### config.mk
export PLATFORM = sky130hd
export DESIGN_NAME = orbit_cnt_capture_reg
export DESIGN_NICKNAME = d
export VERILOG_FILES = /design/src/rtl/orbit_cnt_capture_reg_pkg.sv /design/src/rtl/orbit_cnt_capture_reg_snap_fifo2.sv /design/src/rtl/orbit_cnt_capture_reg.sv
export SDC_FILE = /design/constraint.sdc
export NUM_CORES = 1
export LEC_CHECK = 0
export CAP_MARGIN = 0
export CORE_MARGIN = 8
export CORE_UTILIZATION = 55
export DETAILED_ROUTE_END_ITERATION = 8
export PLACE_DENSITY = 0.87
export SLEW_MARGIN = 15
export SYNTH_ARGS = -nofsm -noshare
export SYNTH_HDL_FRONTEND = slang
export SYNTH_HIERARCHICAL = 1
export SYNTH_SLANG_ARGS = --single-unit
### constraint.sdc
create_clock -name clk_i -period 7.91 [get_ports clk_i]
set_input_delay 0.791 -clock clk_i [delete_from_list [all_inputs] [get_ports clk_i]]
set_output_delay 0.791 -clock clk_i [all_outputs]
set_load 0.01 [all_outputs]
### src/rtl/orbit_cnt_capture_reg_pkg.sv
// rtl/orbit_cnt_capture_reg_pkg.sv - shared bunch/orbit counter constants, snapshot type and delta helper
package orbit_cnt_capture_reg_pkg;

  localparam logic [11:0] LSB_CNT_MAX = 12'd3563;
  localparam logic        ZERO        = 1'b0;
  localparam logic        ONE         = 1'b1;

  typedef struct packed {
    logic [2:0]  msb;
    logic [11:0] lsb;
    logic [11:0] delta;
  } snap_t;

  // Valid only when the two captures are at most one orbit step apart.
  function automatic logic [11:0] cnt_delta(input logic [11:0] lsb, input logic [2:0] msb,
                                            input logic [11:0] prev_lsb,
                                            input logic [2:0] prev_msb);
    if (msb == prev_msb) return lsb - prev_lsb;
    return lsb + LSB_CNT_MAX - prev_lsb;
  endfunction

endpackage

### src/rtl/orbit_cnt_capture_reg_snap_fifo2.sv
// rtl/orbit_cnt_capture_reg_snap_fifo2.sv - 2-entry valid/ready FIFO of snapshots
module snap_fifo2
  import orbit_cnt_capture_reg_pkg::*;
(
  input  logic  clk_i,
  input  logic  rst_ni,
  input  logic  clr_i,
  input  logic  push_i,
  input  snap_t push_data_i,
  input  logic  pop_i,
  output logic  valid_o,
  output snap_t head_o,
  output logic  full_o,
  output logic  empty_o
);

  snap_t       mem [2];
  logic        wr_ptr;
  logic        rd_ptr;
  logic [1:0]  count;
  logic        pop;
  logic        push;

  assign empty_o = (count == 2'd0);
  assign full_o  = (count == 2'd2);
  assign valid_o = ~empty_o;
  assign head_o  = mem[rd_ptr];

  // A push into a full FIFO is legal when the head leaves in the same cycle.
  assign pop  = pop_i & ~empty_o;
  assign push = push_i & (~full_o | pop);

  always_ff @(posedge clk_i or negedge rst_ni) begin
    if (!rst_ni) begin
      wr_ptr <= ZERO;
      rd_ptr <= ZERO;
      count  <= 2'd0;
    end else if (clr_i) begin
      wr_ptr <= ZERO;
      rd_ptr <= ZERO;
      count  <= 2'd0;
    end else begin
      if (push) wr_ptr <= ~wr_ptr;
      if (pop)  rd_ptr <= ~rd_ptr;
      count <= count + {1'b0, push} - {1'b0, pop};
    end
  end

  always_ff @(posedge clk_i) begin
    if (push && !clr_i) mem[wr_ptr] <= push_data_i;
  end

endmodule

### src/rtl/orbit_cnt_capture_reg.sv
// rtl/orbit_cnt_capture_reg.sv - bunch/orbit count register with sticky error and snapshot capture FIFO
module orbit_cnt_capture_reg
  import orbit_cnt_capture_reg_pkg::*;
#(
  parameter int LSB_W = 12,
  parameter int MSB_W = 3
) (
  input  logic             clk_i,
  input  logic             rst_ni,
  input  logic             en_i,
  input  logic             clr_i,
  input  logic             err_clr_i,
  input  logic [LSB_W-1:0] next_lsb_cnt_i,
  input  logic [MSB_W-1:0] next_msb_cnt_i,
  input  logic             lsb_cnt_err_i,
  output logic [LSB_W-1:0] lsb_cnt_o,
  output logic [MSB_W-1:0] msb_cnt_o,
  output logic             err_o,
  input  logic             capture_i,
  output logic             snap_valid_o,
  input  logic             snap_ready_i,
  output logic [LSB_W-1:0] snap_lsb_o,
  output logic [MSB_W-1:0] snap_msb_o,
  output logic [LSB_W-1:0] snap_delta_o,
  output logic             snap_ovf_o
);

  logic [LSB_W-1:0] prev_lsb;
  logic [MSB_W-1:0] prev_msb;
  logic             fifo_full;
  logic             fifo_empty;
  logic             pop;
  logic             cap;
  logic             push_ok;
  logic             drop;
  snap_t            push_data;
  snap_t            head;

  assign pop     = snap_valid_o & snap_ready_i;
  assign cap     = capture_i & ~clr_i;
  assign push_ok = cap & (~fifo_full | pop);
  assign drop    = cap & fifo_full & ~pop;

  // Capture always sees the count before any same-cycle load.
  assign push_data.msb   = msb_cnt_o;
  assign push_data.lsb   = lsb_cnt_o;
  assign push_data.delta = cnt_delta(lsb_cnt_o, msb_cnt_o, prev_lsb, prev_msb);

  assign snap_lsb_o   = head.lsb;
  assign snap_msb_o   = head.msb;
  assign snap_delta_o = head.delta;

  always_ff @(posedge clk_i or negedge rst_ni) begin
    if (!rst_ni) begin
      lsb_cnt_o  <= '0;
      msb_cnt_o  <= '0;
      err_o      <= ZERO;
      snap_ovf_o <= ZERO;
      prev_lsb   <= '0;
      prev_msb   <= '0;
    end else if (clr_i) begin
      lsb_cnt_o  <= '0;
      msb_cnt_o  <= '0;
      err_o      <= ZERO;
      snap_ovf_o <= ZERO;
      prev_lsb   <= '0;
      prev_msb   <= '0;
    end else begin
      if (en_i) begin
        lsb_cnt_o <= next_lsb_cnt_i;
        msb_cnt_o <= next_msb_cnt_i;
      end
      if (err_clr_i)                  err_o <= ZERO;
      else if (en_i && lsb_cnt_err_i) err_o <= ONE;
      if (push_ok) begin
        prev_lsb <= lsb_cnt_o;
        prev_msb <= msb_cnt_o;
      end
      if (drop) snap_ovf_o <= ONE;
    end
  end

  snap_fifo2 u_snap_fifo2 (
    .clk_i       (clk_i),
    .rst_ni      (rst_ni),
    .clr_i       (clr_i),
    .push_i      (push_ok),
    .push_data_i (push_data),
    .pop_i       (snap_ready_i),
    .valid_o     (snap_valid_o),
    .head_o      (head),
    .full_o      (fifo_full),
    .empty_o     (fifo_empty)
  );

endmodule

==> impl_metrics.yaml, run 1 <==
synth:
  postSynthAreaPerCell_um2: 11.4
  synth_ff_type: "edfxtp_1"
  yosys.area_share.simple_pct: 9.93
  yosysWarnings: 6
  synth_fa_ha_area_share_pct: 9.10
  area_fraction_in_compound_gates_after_synthesis_pct: 8.44
  synth.mux.area_fraction_pct: 11.5
  post_synth_xor_area_fraction_pct: 3.36
  synth_cells: 433
  synth_top_family_by_area: "multiplexers"
  synth_edf_count: 54
  seq_area_frac_synth_pct: 50.9
  yosys_register_bits: 90
  syn-num-nets: 489
  count_of_cell_types_in_the_netlist: 49
  async_reset_ff_share_pct: 40.0
  syn_area_mm2: 0.00495
sta:
  finalMaxSlewViolations: 0
  sum_neg_setup_slack_ns: 0
  clock_skews_ns: 0.0131
  max_slew_margin_pct: 33.5
  final.min_clock_period_ns: 3.83
  tightestPinTransition_ns: 0.995
  final_hold_viol_count: 0
  grt_setup_unrepaired: "false"
  peak_freq_mhz: 261
  setup_viol_count_final: 0
  fin_crit_sh_pct: 48.4
cts:
  cts_hold_buf: 0
  cts.reportedPaths.clkPinSlew_ns: 0.10
  clk-insertion-delay-late_ns: 0.37
  postCtsSetupRepairBufs: 0
  tritoncts_sink_count: 90
  post_cts_resize_count: 0
  htreeDepth: 3
  tritoncts: "done"
  cts-root-to-sink-buffers: 2
  cts_root_buf: "clkbuf_8"
  cts-buffers-inserted: 9
power_and_ir_drop:
  sw_frac_of_total_pct: 31.7
  comb_power_share_pct: 30.2
  p_per_area_mw_per_mm2: 215
  power.clock.fraction_pct: 23.5
  peakVddDrop_uv: 141
  net-switching-power_uw: 398
  power_frac_seq_pct: 46.2
  cell_internal_pwr_uw: 857
  power_leakage_uw: 0.00239
critical_path:
  cp_slowest_cell: "nor3b_2"
  worst-setup-path-type: "input pin to flop"
  critical_path.max_fanout: 25
  kind_of_end_point_of_the_critical_path: "flop"
  worstSetupStartpointType: "input pin"
  critPathMostFrequentCell: "nand2_1"
  critical-path-max-stage-delay_ns: 0.68
  critPathArrivalTime_ns: 3.87
  worstPathCellList: "clkdlybuf4s50_1 > nand2_1 > nand2_1 > nand2_1 > nor2_1 > o21ai_1 > nor3b_2 > buf_4"
  cp.required_ns: 7.95
global_routing:
  globalRoute.busiestLayer: "met2"
  met3_usage_pct: 3.84
  grt_max_degree: 41
  grtUsageTotal_pct: 16.0
  global_route.overflow_total: 0
  wire_length_of_the_first_global_routing_pass_mm: 16.1
  grt_util_met1_pct: 18.9
  grt_util_met2_pct: 27.4
  grt_pass1_vias: 3279
  grt_antenna_before_repair: 0
placement:
  hpwl_mm: 7.14
  place.port_buffers: 67
  gp_congestion: 0.836
detailed_routing:
  wl_per_cell_um: 16.5
  remaining_drc_errors: 0
  first_iter_violations: 158
  route.detailed.vias_per_inst: 5.43
  wirelength_mm: 9.93
  route.antenna.remaining_nets: 0
  number_of_vias_after_detailed_routing: 3257
  drt_pre_antenna_iters: 4
flow_run:
  max_cap_violations: 0
final_layout:
  layout-drive-gt1-share_pct: 7.32
  multi_input_comb_area_mm2: 0.00211
  utilization_pct: 66.8
  mostFrequentLayoutCells: "clkdlybuf4s50_1 (67), edfxtp_1 (54), nor2_1 (53)"
  areaGrowthSynthToFinish_pct: 17.6
  mostFrequentLayoutCell: "clkdlybuf4s50_1"
  fillers: 632
  diodes_inserted: 0
  ff_latch_area_mm2: 0.00252
  nNetsFinal: 543
floorplanning:
  ioPinCount: 68
  die_height_um: 111
  initial_standard_cell_utilization_of_the_core_pct: 56.8
  fp.dieW_um: 111
  placementRows: 34
  die-area_mm2: 0.0123
  coreArea_mm2: 0.00872
min_path:
  hold_class: "flop to flop"
run_status:
  run_status: "completed"
critical path: cells and delay by family:
kind	cells	cell delay, ns
and+or+nand+nor	5	1.88
AOI/OAI and AO/OA	1	0.22
buffers and inverters	2	0.95
per-layer routing:
metal,part of all wire [%],routed length (um)
met5,0,0
met4,1.2,116
met2,50,4930
met3,4.6,459
met1,45,4420
cells in the mapped netlist, drive strengths merged (2+ instances only):
| cell | count | share of area, % |
|---|---|---|
| nor3b | 5 | 0.76 |
| nand3 | 3 | 0.30 |
| mux2 | 30 | 6.8 |
| a311oi | 2 | 0.35 |
| o21a | 4 | 0.61 |
| dfrtp | 36 | 18 |
| xnor2 | 11 | 1.9 |
| edfxtp | 54 | 33 |
| nor2b | 7 | 0.88 |
| buf | 21 | 3.0 |
| nand2b | 4 | 0.51 |
| xor2 | 8 | 1.4 |
| o21ai | 10 | 1.0 |
| nor3 | 7 | 0.71 |
| mux2i | 23 | 4.6 |
| o211ai | 3 | 0.45 |
| nand2 | 15 | 1.1 |
| a21oi | 23 | 2.3 |
| a31oi | 6 | 1.1 |
| inv | 41 | 3.1 |
| ha | 28 | 7.1 |
| fa | 5 | 2.0 |
| o31ai | 3 | 0.45 |
| a21o | 3 | 0.45 |
| and3 | 2 | 0.25 |
| clkbuf | 8 | 0.61 |
| a221o | 2 | 0.40 |
| nor2 | 53 | 4.0 |
path summary, 6_finish.rpt:
kind,from,to,slack (ns),cells past startpoint
hold reg to reg,snap_ovf_o$_DFFE_PN0P_,snap_ovf_o$_DFFE_PN0P_,0.53,2
hold / removal,snap_ovf_o$_DFFE_PN0P_,snap_ovf_o$_DFFE_PN0P_,0.53,2
max in group asynchronous,rst_ni,u_snap_fifo2/rd_ptr$_DFFE_PN0P_,6.70,2
setup / recovery,snap_ready_i,u_snap_fifo2/mem[1][5]$_DFFE_PP_,4.08,8
setup reg to reg,u_snap_fifo2/count[1]$_DFF_PN0_,u_snap_fifo2/mem[1][5]$_DFFE_PP_,4.48,9
min in group asynchronous,rst_ni,err_o$_DFFE_PN0P_,0.83,2
layout make-up:
cell class                 count  area share [%]
sequential                    90            43.3
clock buffer                   9            2.13
multi-input combinational    272            36.2
clock inverter                 7            1.12
inverter                      42            2.71
tap                          108            2.32
timing repair buffer          72            12.2
sequential cells by signal (all words and copies together), names as in the netlist:
signal               count
u_snap_fifo2/rd_ptr      1
prev_msb                 3
snap_ovf_o               1
u_snap_fifo2/wr_ptr      1
lsb_cnt_o               12
u_snap_fifo2/mem        54
prev_lsb                12
u_snap_fifo2/count       2
msb_cnt_o                3
err_o                    1
cell families after synthesis:
family | count (synthesis)
simple gates | 104
flops | 90
buf+inv | 71
compound gates | 63
mux | 53
fa+ha+maj | 33
xor+xnor | 19
metrics by stage:
| stage | total power (uW) | hold WS [ns] | instances | setup WS (ns) | instance area, um^2 |
|---|---|---|---|---|---|
| 5_1_grt | 1320 | 0.577 | 600 | 3.87 | 5820 |
| 6_report | 1250 | 0.528 | 600 | 4.08 | 5820 |
| 3_5_place_dp | 970 | 0.510 | 584 | 3.75 | 5630 |
| 3_3_place_gp | 954 | 0.485 | 584 | 3.91 | 5630 |
| 4_1_cts | 1260 | 0.538 | 600 | 4.14 | 5820 |
| 2_1_floorplan | 827 | 0.485 | 433 | 3.75 | 4950 |
power groups by stage:
stage                     Combinational (uW)  Sequential [uW]  Clock [uW]
after floorplan                          263              564           0
after global placement                   367              587           0
after detailed placement                 379              591           0
after CTS                                382              581         302
after global routing                     413              586         320
final                                    379              580         295
(Power assumes the default switching activity.)
==> run 2: changes to the inputs <==
==> constraint.sdc (replaced) <==
create_clock -name clk_i -period 3.8 [get_ports clk_i]
set_input_delay 0.38 -clock clk_i [delete_from_list [all_inputs] [get_ports clk_i]]
set_output_delay 0.38 -clock clk_i [all_outputs]
set_load 0.01 [all_outputs]
==> run 2 against run 1 <==
Net effect: count of clock-buffer cells in the layout up 1; sequential share of layout area is 0.37 points lower; sequential power up 110%; critical path depth is 2 higher; global-route usage increased by 0.93 points; clock skew grew 0.0014 ns; wire length up 5.9%; first-iteration DRC count down 18%; die area did not move; register-to-register slack worse by 3.9 ns; clock power rose by 120%.
==> impl_metrics.yaml, run 2 (synthesis gave the netlist of run 1 again) <==
floorplanning:
  die_height_um: 111
  die-area_mm2: 0.0123
  ioPinCount: 68
  coreArea_mm2: 0.00872
  placementRows: 34
  fp.dieW_um: 111
  initial_standard_cell_utilization_of_the_core_pct: 56.8
placement:
  post_dp_cell_area_mm2: 0.00567
  hpwl_mm: 7.68
  gp_congestion: 0.878
  place.port_buffers: 67
global_routing:
  grt_max_degree: 41
  grt_antenna_before_repair: 0
  wire_length_of_the_first_global_routing_pass_mm: 17.1
  grtUsageTotal_pct: 16.9
  grt_pass1_vias: 3565
  global_route.overflow_total: 0
detailed_routing:
  drt_pre_antenna_iters: 4
  number_of_vias_after_detailed_routing: 3393
  first_iter_violations: 130
  wirelength_mm: 10.5
  route.antenna.remaining_nets: 0
  wl_per_cell_um: 17.4
  remaining_drc_errors: 0
  route.detailed.vias_per_inst: 5.62
final_layout:
  areaGrowthSynthToFinish_pct: 18.6
  fillers: 632
  diodes_inserted: 0
  largest_reg_flops: 54
  layout-drive-gt1-share_pct: 7.86
  mostFrequentLayoutCell: "clkdlybuf4s50_1"
  final_std_cell_area_no_fill_mm2: 0.00587
  reg_top3: "u_snap_fifo2/mem x54, lsb_cnt_o x12, prev_lsb x12"
  nNetsFinal: 547
  largest_register: "u_snap_fifo2/mem"
  mostFrequentLayoutCells: "clkdlybuf4s50_1 (67), edfxtp_1 (54), nor2_1 (53)"
flow_run:
  max_cap_violations: 0
cts:
  cts-buffers-inserted: 9
  tritoncts_sink_count: 90
  post_cts_resize_count: 0
  cts.reportedPaths.clkPinSlew_ns: 0.09
  cts_hold_buf: 0
  cts-root-to-sink-buffers: 2
  tritoncts: "done"
  htreeDepth: 3
  clk-insertion-delay-late_ns: 0.36
  cts_root_buf: "clkbuf_8"
  postCtsSetupRepairBufs: 0
critical_path:
  cp_slowest_cell: "dfrtp_1"
  critical_path.max_fanout: 6
  critical_path_buf_inv_count: 2
  critical-path-max-stage-delay_ns: 0.45
  worstSetupStartpointType: "flop"
  worst_reg2reg_path_length_in_cells: 10
  worstPathCellList: "inv_1 > ha_1 > inv_1 > ha_1 > and3_1 > a221o_1 > a41o_1 > a31oi_4 > mux2_1 > nor4_2"
  critPathArrivalTime_ns: 3.42
  cp.required_ns: 3.97
  worst-setup-path-type: "flop to flop"
  kind_of_end_point_of_the_critical_path: "flop"
  cell_depth_of_the_worst_setup_path: 10
  path_delay_family: "compound AO/OA/AOI/OAI gates"
sta:
  tightestPinTransition_ns: 1.03
  peak_freq_mhz: 308
  final_hold_viol_count: 0
  fin_crit_sh_pct: 85.5
  sum_neg_setup_slack_ns: 0
  setup_viol_count_final: 0
  finalMaxSlewViolations: 0
  grt_setup_unrepaired: "false"
  final.min_clock_period_ns: 3.25
  clock_skews_ns: 0.0144
  max_slew_margin_pct: 30.9
min_path:
  hold_class: "input pin to async pin"
power_and_ir_drop:
  peakVddDrop_uv: 284
  p_per_area_mw_per_mm2: 456
  power_leakage_uw: 0.00243
run_status:
  run_status: "completed"
## run 2: cell count changes in the layout (fill, tap and decap cells not counted)
cell        change
nor3b_2         -1
dfrtp_1         +1
clkinvlp_4      +1
clkinv_8        -1
clkbuf_1        +1
buf_4           +4
clkinv_4        -1
dfrtp_2         -1
nor3b_4         +1
clkinv_1        -1
bufinv_16       +1
## run 2: final timing paths
| check | end | slack (ns) | from |
|---|---|---|---|
| max reg2reg | u_snap_fifo2/mem[1][11]$_DFFE_PP_ | 0.55 | lsb_cnt_o[6]$_DFFE_PN0P_ |
| min reg2reg | snap_ovf_o$_DFFE_PN0P_ | 0.52 | snap_ovf_o$_DFFE_PN0P_ |
| min in group clk_i | snap_ovf_o$_DFFE_PN0P_ | 0.52 | snap_ovf_o$_DFFE_PN0P_ |
| max | u_snap_fifo2/mem[1][11]$_DFFE_PP_ | 0.55 | lsb_cnt_o[6]$_DFFE_PN0P_ |
| max in group asynchronous | lsb_cnt_o[5]$_DFFE_PN0P_ | 3.04 | rst_ni |
| min | lsb_cnt_o[11]$_DFFE_PN0P_ | 0.43 | rst_ni |
## run 2: metal layers
metal / share of wire, % / track usage [%] / vias to the layer above
li1: - / - / 1605
met1: 41 / 18.8 / 1646
met2: 51 / 29.8 / 112
met3: 5.3 / 4.17 / 30
met4: 2.5 / 7.57 / 0
met5: 0 / 0 / -
## run 2: worst reg2reg max path: cells and delay by family, from the launching register on
family                     cells  cell delay, ns
AOI/OAI and AO/OA              3            0.82
adders and majority gates      2            0.75
buffers and inverters          2            0.20
DFF                            1            0.45
muxes                          1            0.36
and+or+nand+nor                2            0.48
## run 2: final cells by class
class	instances	area [um^2]	share of cell area [%]
sequential	90	2520	43.0
inverter	42	158	2.69
tap	108	135	2.30
multi-input combinational	272	2120	36.0
clock buffer	10	128	2.17
timing repair buffer	76	738	12.6
clock inverter	6	73.8	1.26
## run 2: metrics by stage
step | total power, uW | util [%] | cells | hold WS, ns | setup slack, ns
after floorplan | 1720 | - | 433 | 0.0844 | 0.0375
after global placement | 2010 | 65.0 | 588 | 0.483 | 0.787
after detailed placement | 2040 | 65.0 | 588 | 0.503 | 0.629
after CTS | 2690 | 67.3 | 604 | 0.439 | 0.576
after global routing | 2810 | 67.3 | 604 | 0.477 | 0.365
final | 2680 | 67.3 | 604 | 0.434 | 0.550
## run 2: where the power goes
| group | leakage, uW | total [uW] | internal (uW) | switching (uW) |
|---|---|---|---|---|
| sequential | 0.000983 | 1190 | 1120 | 65.5 |
| combinational | 0.00135 | 835 | 419 | 416 |
| clock | 0.0000950 | 653 | 312 | 341 |
| total | 0.00243 | 2680 | 1850 | 823 |
